`src/rtl/avg_sequencer.sv`:
```
// AVG display-list sequencer: fetches 4-byte instruction words, acts on decoder
// controls, maintains PC and the JSR/RTS return stack, and hands vectors to the draw engine.
module avg_sequencer #(
    parameter int unsigned STACK_DEPTH = 4,
    parameter logic [15:0] START_ADDR  = 16'h0000
) (
    input  logic        clk,
    input  logic        rst,
    input  logic        go,
    output logic        busy,
    output logic        halted,
    output logic        err,
    output logic        mem_rd_en,
    output logic [15:0] mem_addr,
    input  logic [7:0]  mem_rdata,
    output logic [31:0] inst,
    input  logic        dec_jmp,
    input  logic        dec_jsr,
    input  logic        dec_ret,
    input  logic        dec_halt,
    input  logic        dec_vector,
    input  logic [15:0] dec_jumpAddr,
    input  logic [2:0]  dec_pcOffset,
    output logic        exec_en,
    output logic        vec_start,
    input  logic        vec_done
);

    localparam int unsigned SP_W  = $clog2(STACK_DEPTH + 1);
    localparam int unsigned IDX_W = (STACK_DEPTH > 1) ? $clog2(STACK_DEPTH) : 1;

    typedef enum logic [2:0] {IDLE, FETCH, DECODE, WAIT_VEC, HALTED} state_e;

    state_e            state_q;
    logic [2:0]        k_q;
    logic [15:0]       pc_q;
    logic [SP_W-1:0]   sp_q;
    logic [15:0]       stack_q [2**IDX_W];
    logic [31:0]       inst_q;
    logic              busy_q, halted_q, err_q, rd_en_q, exec_en_q, vdone_q;
    logic [15:0]       addr_q;

    logic              dec_fault, dec_stop, dec_wait, dec_push, dec_pop;
    logic [15:0]       pc_seq, pc_tgt;

    assign pc_seq = pc_q + 16'(dec_pcOffset);

    // Resolve the decoded instruction by priority: halt > ret > jsr > jmp > vector > other.
    always_comb begin
        dec_fault = 1'b0;
        dec_stop  = 1'b0;
        dec_wait  = 1'b0;
        dec_push  = 1'b0;
        dec_pop   = 1'b0;
        pc_tgt    = pc_seq;
        if (dec_halt) begin
            dec_stop = 1'b1;
        end else if (dec_ret) begin
            if (sp_q == '0) begin
                dec_fault = 1'b1;
            end else begin
                dec_pop = 1'b1;
                pc_tgt  = stack_q[IDX_W'(sp_q - SP_W'(1))];
            end
        end else if (dec_jsr) begin
            if (sp_q == SP_W'(STACK_DEPTH)) begin
                dec_fault = 1'b1;
            end else begin
                dec_push = 1'b1;
                pc_tgt   = dec_jumpAddr;
            end
        end else if (dec_jmp) begin
            pc_tgt = dec_jumpAddr;
        end else if (dec_vector) begin
            dec_wait = 1'b1;
        end else if (dec_pcOffset == 3'd0) begin
            dec_fault = 1'b1;
        end
    end

    // Draw launch must coincide with the decode cycle, so it comes straight from the decoder.
    assign vec_start = (state_q == DECODE) && dec_wait;

    always_ff @(posedge clk) begin
        if (rst) begin
            state_q   <= IDLE;
            k_q       <= 3'd0;
            pc_q      <= START_ADDR;
            sp_q      <= '0;
            inst_q    <= 32'd0;
            busy_q    <= 1'b0;
            halted_q  <= 1'b0;
            err_q     <= 1'b0;
            rd_en_q   <= 1'b0;
            addr_q    <= 16'd0;
            exec_en_q <= 1'b0;
            vdone_q   <= 1'b0;
        end else begin
            exec_en_q <= 1'b0;
            vdone_q   <= 1'b0;
            case (state_q)
                IDLE, HALTED: begin
                    if (go) begin
                        pc_q     <= START_ADDR;
                        sp_q     <= '0;
                        err_q    <= 1'b0;
                        halted_q <= 1'b0;
                        busy_q   <= 1'b1;
                        state_q  <= FETCH;
                        k_q      <= 3'd0;
                        rd_en_q  <= 1'b1;
                        addr_q   <= START_ADDR;
                    end
                end
                FETCH: begin
                    k_q <= k_q + 3'd1;
                    case (k_q)
                        3'd1:    inst_q[31:24] <= mem_rdata;
                        3'd2:    inst_q[23:16] <= mem_rdata;
                        3'd3:    inst_q[15:8]  <= mem_rdata;
                        3'd4:    inst_q[7:0]   <= mem_rdata;
                        default: ;
                    endcase
                    rd_en_q <= (k_q < 3'd3);
                    if (k_q < 3'd3) begin
                        addr_q <= pc_q + 16'(k_q) + 16'd1;
                    end
                    if (k_q == 3'd4) begin
                        state_q   <= DECODE;
                        exec_en_q <= 1'b1;
                    end
                end
                DECODE: begin
                    if (dec_fault || dec_stop) begin
                        state_q  <= HALTED;
                        halted_q <= 1'b1;
                        busy_q   <= 1'b0;
                        if (dec_fault) begin
                            err_q <= 1'b1;
                        end
                    end else begin
                        pc_q <= pc_tgt;
                        if (dec_push) begin
                            sp_q <= sp_q + SP_W'(1);
                        end else if (dec_pop) begin
                            sp_q <= sp_q - SP_W'(1);
                        end
                        if (dec_wait) begin
                            state_q <= WAIT_VEC;
                        end else begin
                            state_q <= FETCH;
                            k_q     <= 3'd0;
                            rd_en_q <= 1'b1;
                            addr_q  <= pc_tgt;
                        end
                    end
                end
                WAIT_VEC: begin
                    // Completion is registered, so the refetch starts one cycle after vec_done.
                    if (vdone_q) begin
                        state_q <= FETCH;
                        k_q     <= 3'd0;
                        rd_en_q <= 1'b1;
                        addr_q  <= pc_q;
                    end else begin
                        vdone_q <= vec_done;
                    end
                end
                default: state_q <= IDLE;
            endcase
        end
    end

    // Return stack storage; only written on a successful JSR.
    always_ff @(posedge clk) begin
        if (state_q == DECODE && dec_push && !dec_stop) begin
            stack_q[IDX_W'(sp_q)] <= pc_seq;
        end
    end

    assign busy      = busy_q;
    assign halted    = halted_q;
    assign err       = err_q;
    assign mem_rd_en = rd_en_q;
    assign mem_addr  = addr_q;
    assign inst      = inst_q;
    assign exec_en   = exec_en_q;

endmodule

```
`config.mk`:
```
export PLATFORM = sky130hd
export DESIGN_NAME = avg_sequencer
export DESIGN_NICKNAME = d
export VERILOG_FILES = /design/src/rtl/avg_sequencer.sv
export SDC_FILE = /design/constraint.sdc
export NUM_CORES = 1
export LEC_CHECK = 0
export CELL_PAD_IN_SITES_DETAIL_PLACEMENT = 1
export CELL_PAD_IN_SITES_GLOBAL_PLACEMENT = 2
export CORE_ASPECT_RATIO = 0.8
export CORE_MARGIN = 8
export CORE_UTILIZATION = 36
export CTS_CLUSTER_SIZE = 8
export DETAILED_ROUTE_END_ITERATION = 10
export GPL_ROUTABILITY_DRIVEN = 0
export GPL_TIMING_DRIVEN = 0
export HOLD_SLACK_MARGIN = 0.08
export PLACE_DENSITY = 0.82
export SLEW_MARGIN = 20
export SYNTH_ARGS = -nofsm -noshare
export SYNTH_HDL_FRONTEND = slang
export SYNTH_SLANG_ARGS = --single-unit
```
`constraint.sdc`:
```
create_clock -name clk -period 4.3 [get_ports clk]
set_input_delay 1.075 -clock clk [delete_from_list [all_inputs] [get_ports clk]]
set_output_delay 1.075 -clock clk [all_outputs]
set_load 0.01 [all_outputs]
```
==> metrics, run 1 <==
CTS buffer count=17; vias post-DR=5524; Util after Layout=46.8%; Achievable Freq=248 MHz; FILL cells=around 2000; Setup Viol. Count Final=0; All-Layer GR Usage=19.1%; VDD IR max=just under 0.2 mV; crit start category=flop; Clock power frac=between 40% and 50%; crit path kind=flop to flop; final std cells w/o fill=between 1000 and 1500; Slew headroom=29.5%; CTS H-tree lvls=4; grt ovf=0; CTS tree=yes; layout cell share with drive strength beyond 1=9.04%; # Max-Cap Violations=0; Die Wd=about 170 µm; die height=138 µm; Synth area leader=edfxtp_1; num rows=44; CP max stage delay=0.45 ns; status=finished clean; Final Skew=0.0143 ns; Crit. End Element=flop; Syn Nets=between 600 and 700; first-pass GRT wire length=about 34 mm; Routed Antenna Nets=0; area share of the largest cell type after synthesis=between 20% and 30%; clock sink total=roughly 140; Hold Crit Depth=2; Pleak=between 2 and 3 nW; placed cell area=7920 µm²; final WL=22.2 mm; Die Area=23300 µm²; final setup TNS=0 ns; internal power=2.27 mW; DRC marker count from the first detailed-route iteration=roughly 420; first-pass iteration count of the detailed router=5; Synth Register Bits=143; antenna cell count=0; Area Growth Syn to Fin=26.9%; clock root buffer=clkbuf_16; Placed Cells=984; PD cells=362 nW/µm²; layout net count=804; # IOs=90; Post-synth EDFFs=64; Top FF cell, synth=dfxtp_1; slew at the pin closest to its max-slew limit=between 1 and 1.5 ns; CTS Buffer Depth=2; YS warnings=0; initial antenna violation count=0; worst path required time=4.61 ns; worst hold path type=flop to flop; Max Slew Vio Count=0; Setup WS pre-CTS=between 0.2 and 0.25 ns; CP Cell Sequence=buf_2 -> buf_2 -> inv_1 -> ha_1 -> ha_1 -> nand2b_1 -> or2_2 -> clkbuf_1 -> clkbuf_1 -> o221ai_1 -> o22ai_1 -> a211oi_1 -> o2bb2ai_1; R2R cell count=13; IO Port Bufs=88; largest net degree at the start of global routing=19; vias per cell=5.44; Core ar.=18200 µm²; post-CTS setup buffers=0; crit path max fanout=10; Reg power frac=45.9%; asr flop ratio synth=0%; worst skew pair latency=around 0.44 ns; clock-pin slew on the worst setup and hold paths=about 0.070 ns; vias in the first global route=5786; Period minus WS final=about 4.0 ns; final worst slack=about 0.27 ns; Yosys cell types=61; WP data arrival=between 4 and 5 ns; switching part of the total=26.6%; final hold viol count=0; crit share post-route=93.8%; commonest non-fill, non-tap cell in the layout=clkdlybuf4s50_1; post-DP HPWL=16.7 mm; largest cells by area after synthesis=edfxtp_1 (29%), dfxtp_1 (24%), a21oi_1 (5.1%); hold_ws=0.456 ns; wire per inst=21.8 µm; fin area=~8500 µm²; Synth Cell Area=around 6700 µm²; post-synthesis sequential area ratio=between 50% and 60%; Design Power=3.09 mW; DRC errors left=0; Crit-path slowest cell=o221ai_1; syn avg cell area=10.5 µm²; Initial Util=36.9%; switching power total=822 µW; commonest non-fill, non-tap cells in the layout=clkdlybuf4s50_1 (88), dfxtp_1 (79), nand2_1 (71); unrepaired setup endpoints after global routing=false; cell count after synthesis=643; Comb pwr share=5.7%
## state kept, by name, summed over array words and instances, names as in the netlist
name and cells:
exec_en 1, stack_q 64, inst 32, halted 1, err 1, pc_q 16, busy 1, sp_q 3
mem_addr 16, mem_rd_en 1, vdone_q 1, state_q 3, k_q 3
## critical path: cells and delay by family, from the launching register on
family	cells	cell delay (ns)
simple gates	2	0.49
compound gates	4	1.06
fa+ha+maj	2	0.52
flops	1	0.36
buf+inv	5	1.48
## cells in the mapped netlist, types with 8 or more instances
library cell  instances
a21oi_1              68
clkbuf_1             33
dfxtp_1              79
edfxtp_1             64
ha_1                 16
inv_1                14
mux2i_1              14
mux4_2               14
nand2_1              71
nand2b_1              8
nand3_1              36
nor2_1               44
nor3_1                9
o21a_1                9
o21ai_0              18
o2bb2ai_1             8
or3_1                 8
xnor2_1              12
xor2_1               11
## final cells by class
| class | count | area [µm²] | area share [%] |
|---|---|---|---|
| Buffer | 42 | 170 | 1.99 |
| Sequential cell | 143 | 3500 | 41.1 |
| Multi-Input combinational cell | 444 | 3000 | 35.2 |
| Inverter | 14 | 52.6 | 0.616 |
| Tap cell | 253 | 317 | 3.71 |
| Clock inverter | 15 | 179 | 2.10 |
| Timing Repair Buffer | 88 | 881 | 10.3 |
| Clock buffer | 17 | 425 | 4.99 |
## what timing repair did
action,CTS,global route
gates resized for setup,0,1
hold buffers,0,0
setup endpoints to repair,0,1
## worst paths after layout
check / startpoint / to / slack, ns
max: sp_q[0] / mem_addr[6] / 0.27
min: inst[12] / inst[12] / 0.46
max reg2reg: sp_q[0] / mem_addr[6] / 0.27
min reg2reg: inst[12] / inst[12] / 0.46
## layer usage
metal / track usage (%) / up-vias / routed length, µm
met3: 4.69 / 21 / 1100
met4: 5.16 / 0 / 270
li1: - / 2587 / -
met1: 25.7 / 2786 / 10400
met2: 30.0 / 130 / 10400
met5: 0 / - / 0
## power by group through the flow
stage / combinational, mW / sequential, mW / clock, mW
5_1_grt: 0.190 / 1.42 / 1.58
3_3_place_gp: 0.170 / 1.45 / 0
6_report: 0.176 / 1.42 / 1.50
2_1_floorplan: 0.0837 / 1.45 / 0
4_1_cts: 0.175 / 1.42 / 1.52
3_5_place_dp: 0.174 / 1.45 / 0
## logic make-up after synthesis
| kind of cell | count (synthesis) | synth area share, % |
|---|---|---|
| and+or+nand+nor | 220 | 15.9 |
| AOI/OAI and AO/OA | 155 | 15.3 |
| DFF | 143 | 52.1 |
| buffers and inverters | 56 | 3.31 |
| muxes | 28 | 6.77 |
| xor gates and xnor gates | 23 | 3.00 |
| adders and majority gates | 18 | 3.57 |
No activity file was read; power rests on OpenSTA's default activity.
==> inputs of run 2 (changes only) <==
--- a/config.mk
+++ b/config.mk
@@ -16,7 +16,6 @@
 export GPL_TIMING_DRIVEN = 0
 export HOLD_SLACK_MARGIN = 0.08
 export PLACE_DENSITY = 0.82
-export SLEW_MARGIN = 20
 export SYNTH_ARGS = -nofsm -noshare
 export SYNTH_HDL_FRONTEND = slang
 export SYNTH_SLANG_ARGS = --single-unit
==> results of run 2 <==
Same layout as run 1: the final DEF is identical, and so are final timing and power.
==> inputs of run 3 (changes only) <==
--- a/config.mk
+++ b/config.mk
@@ -9,13 +9,15 @@
 export CELL_PAD_IN_SITES_GLOBAL_PLACEMENT = 2
 export CORE_ASPECT_RATIO = 0.8
 export CORE_MARGIN = 8
-export CORE_UTILIZATION = 36
+export CORE_UTILIZATION = 43
+export CTS_BUF_LIST = sky130_fd_sc_hd__clkbuf_8
 export CTS_CLUSTER_SIZE = 8
 export DETAILED_ROUTE_END_ITERATION = 10
+export DONT_BUFFER_PORTS = 1
 export GPL_ROUTABILITY_DRIVEN = 0
 export GPL_TIMING_DRIVEN = 0
 export HOLD_SLACK_MARGIN = 0.08
-export PLACE_DENSITY = 0.82
+export PLACE_DENSITY = 0.84
 export SYNTH_ARGS = -nofsm -noshare
 export SYNTH_HDL_FRONTEND = slang
 export SYNTH_SLANG_ARGS = --single-unit
==> metrics, run 3 (synthesized netlist as in run 1, its figures left out) <==
crit share post-route=91.3%; WP data arrival=about 4.2 ns; Max Slew Vio Count=0; num rows=41; CTS buffer count=17; R2R cell count=13; first-pass GRT wire length=31.9 mm; final hold viol count=0; Routed Antenna Nets=0; CTS Buffer Depth=2; crit start category=flop; vias post-DR=5171; Setup Viol. Count Final=0; grt ovf=0; clock-pin slew on the worst setup and hold paths=approximately 0.070 ns; Top reg by flops=stack_q; FILL cells=1719; first-pass iteration count of the detailed router=7; Achievable Freq=roughly 250 MHz; commonest non-fill, non-tap cell in the layout=dfxtp_1; # IOs=90; largest net degree at the start of global routing=17; crit path max fanout=10; All-Layer GR Usage=21.3%; # Max-Cap Violations=0; reg-to-reg slack, setup=0.37 ns; Initial Util=between 40% and 50%; final setup TNS=0 ns; vias in the first global route=about 5300; internal power=1.83 mW; status=finished clean; CTS tree=yes; Comb pwr share=5.2%; Die Area=19900 µm²; Hold Crit Depth=2; Slew headroom=between 20% and 30%; VDD IR max=slightly above 0.2 mV; worst hold path type=flop to flop; PD cells=334 nW/µm²; hold_ws=0.509 ns; worst skew pair latency=between 0.4 and 0.5 ns; clock sink total=143; number of flip-flops under the largest register name=64; layout net count=716; wire per inst=23.3 µm; worst path required time=4.62 ns; Core ar.=between 15000 and 20000 µm²; Area Growth Syn to Fin=8.76%; Final Skew=0.00907 ns; clock root buffer=clkbuf_8; Die Wd=156 µm; post-DP HPWL=~16 mm; Clock power frac=36.5%; vias per cell=5.82; DRC marker count from the first detailed-route iteration=451; die height=128 µm; Reg power frac=58.3%; Period minus WS final=3.93 ns; final WL=~21 mm; crit path kind=flop to flop; antenna cell count=0; switching power total=610 µW; DRC errors left=0; unrepaired setup endpoints after global routing=false; CTS H-tree lvls=4; IO Port Bufs=0; switching part of the total=between 20% and 30%; initial antenna violation count=0; Pleak=2.38 nW; slew at the pin closest to its max-slew limit=1.07 ns; layout cell share with drive strength beyond 1=9.50%; commonest non-fill, non-tap cells in the layout=dfxtp_1 (79), nand2_1 (71), a21oi_1 (68); Post-CTS Hold Buffers=0; Crit. End Element=flop
-- run 3: worst paths after layout --
path | startpoint | to
max | sp_q[0] | mem_addr[6]
min | inst[3] | inst[3]
max reg2reg | sp_q[0] | mem_addr[6]
min reg2reg | inst[3] | inst[3]
-- run 3: repair_timing --
item | CTS | global route
setup endpoints to repair | 0 | 13
setup buffers | 0 | 0
resized for setup | 0 | 1
-- run 3: power by group through the flow --
stage	Clock (mW)	Sequential, mW	Combinational [mW]
final	0.892	1.42	0.126
after detailed placement	0	1.45	0.123
after CTS	0.916	1.42	0.124
after floorplan	0	1.45	0.0837
after global routing	0.974	1.42	0.138
after global placement	0	1.45	0.119
-- run 3: per-layer routing --
metal | track usage (%) | wire length [µm] | vias to the layer above
met1 | 29.2 | 9720 | 2628
met3 | 6.91 | 1560 | 10
li1 | - | - | 2404
met5 | 0 | 0 | -
met4 | 4.73 | 138 | 0
met2 | 32.0 | 9290 | 129
-- run 3: layout make-up --
class	instances	area, µm²	area share [%]
tap	215	269	3.68
sequential	143	3500	47.9
clock inverter	14	80.1	1.09
clock buffer	17	234	3.20
inverter	14	52.6	0.719
buffer	42	170	2.33
multi-input combinational	444	3000	41.1
-- run 3: metrics by stage --
step / setup WS, ns / instance area, µm² / cells / util, % / total power [mW]
finish: 0.374 / 7310 / 889 / 47.0 / 2.44
global route: 0.0599 / 7310 / 889 / 47.0 / 2.54
CTS: 0.213 / 7310 / 889 / 47.0 / 2.46
detailed placement: 0.210 / 6990 / 858 / 45.0 / 1.58
global placement: 0.320 / 6990 / 858 / 45.0 / 1.57
floorplan: 1.25 / 6720 / 643 / - / 1.54
-- run 3: critical path, cell delays in order (launching register included) --
cell and delay (ns):
dfxtp_1 0.36, buf_2 0.36, buf_2 0.36, inv_1 0.17, ha_1 0.28, ha_1 0.26
nand2b_1 0.21, or2_2 0.28, clkbuf_1 0.22, clkbuf_1 0.33, o221ai_1 0.38, o22ai_1 0.15
a211oi_1 0.32, o2bb2ai_1 0.10
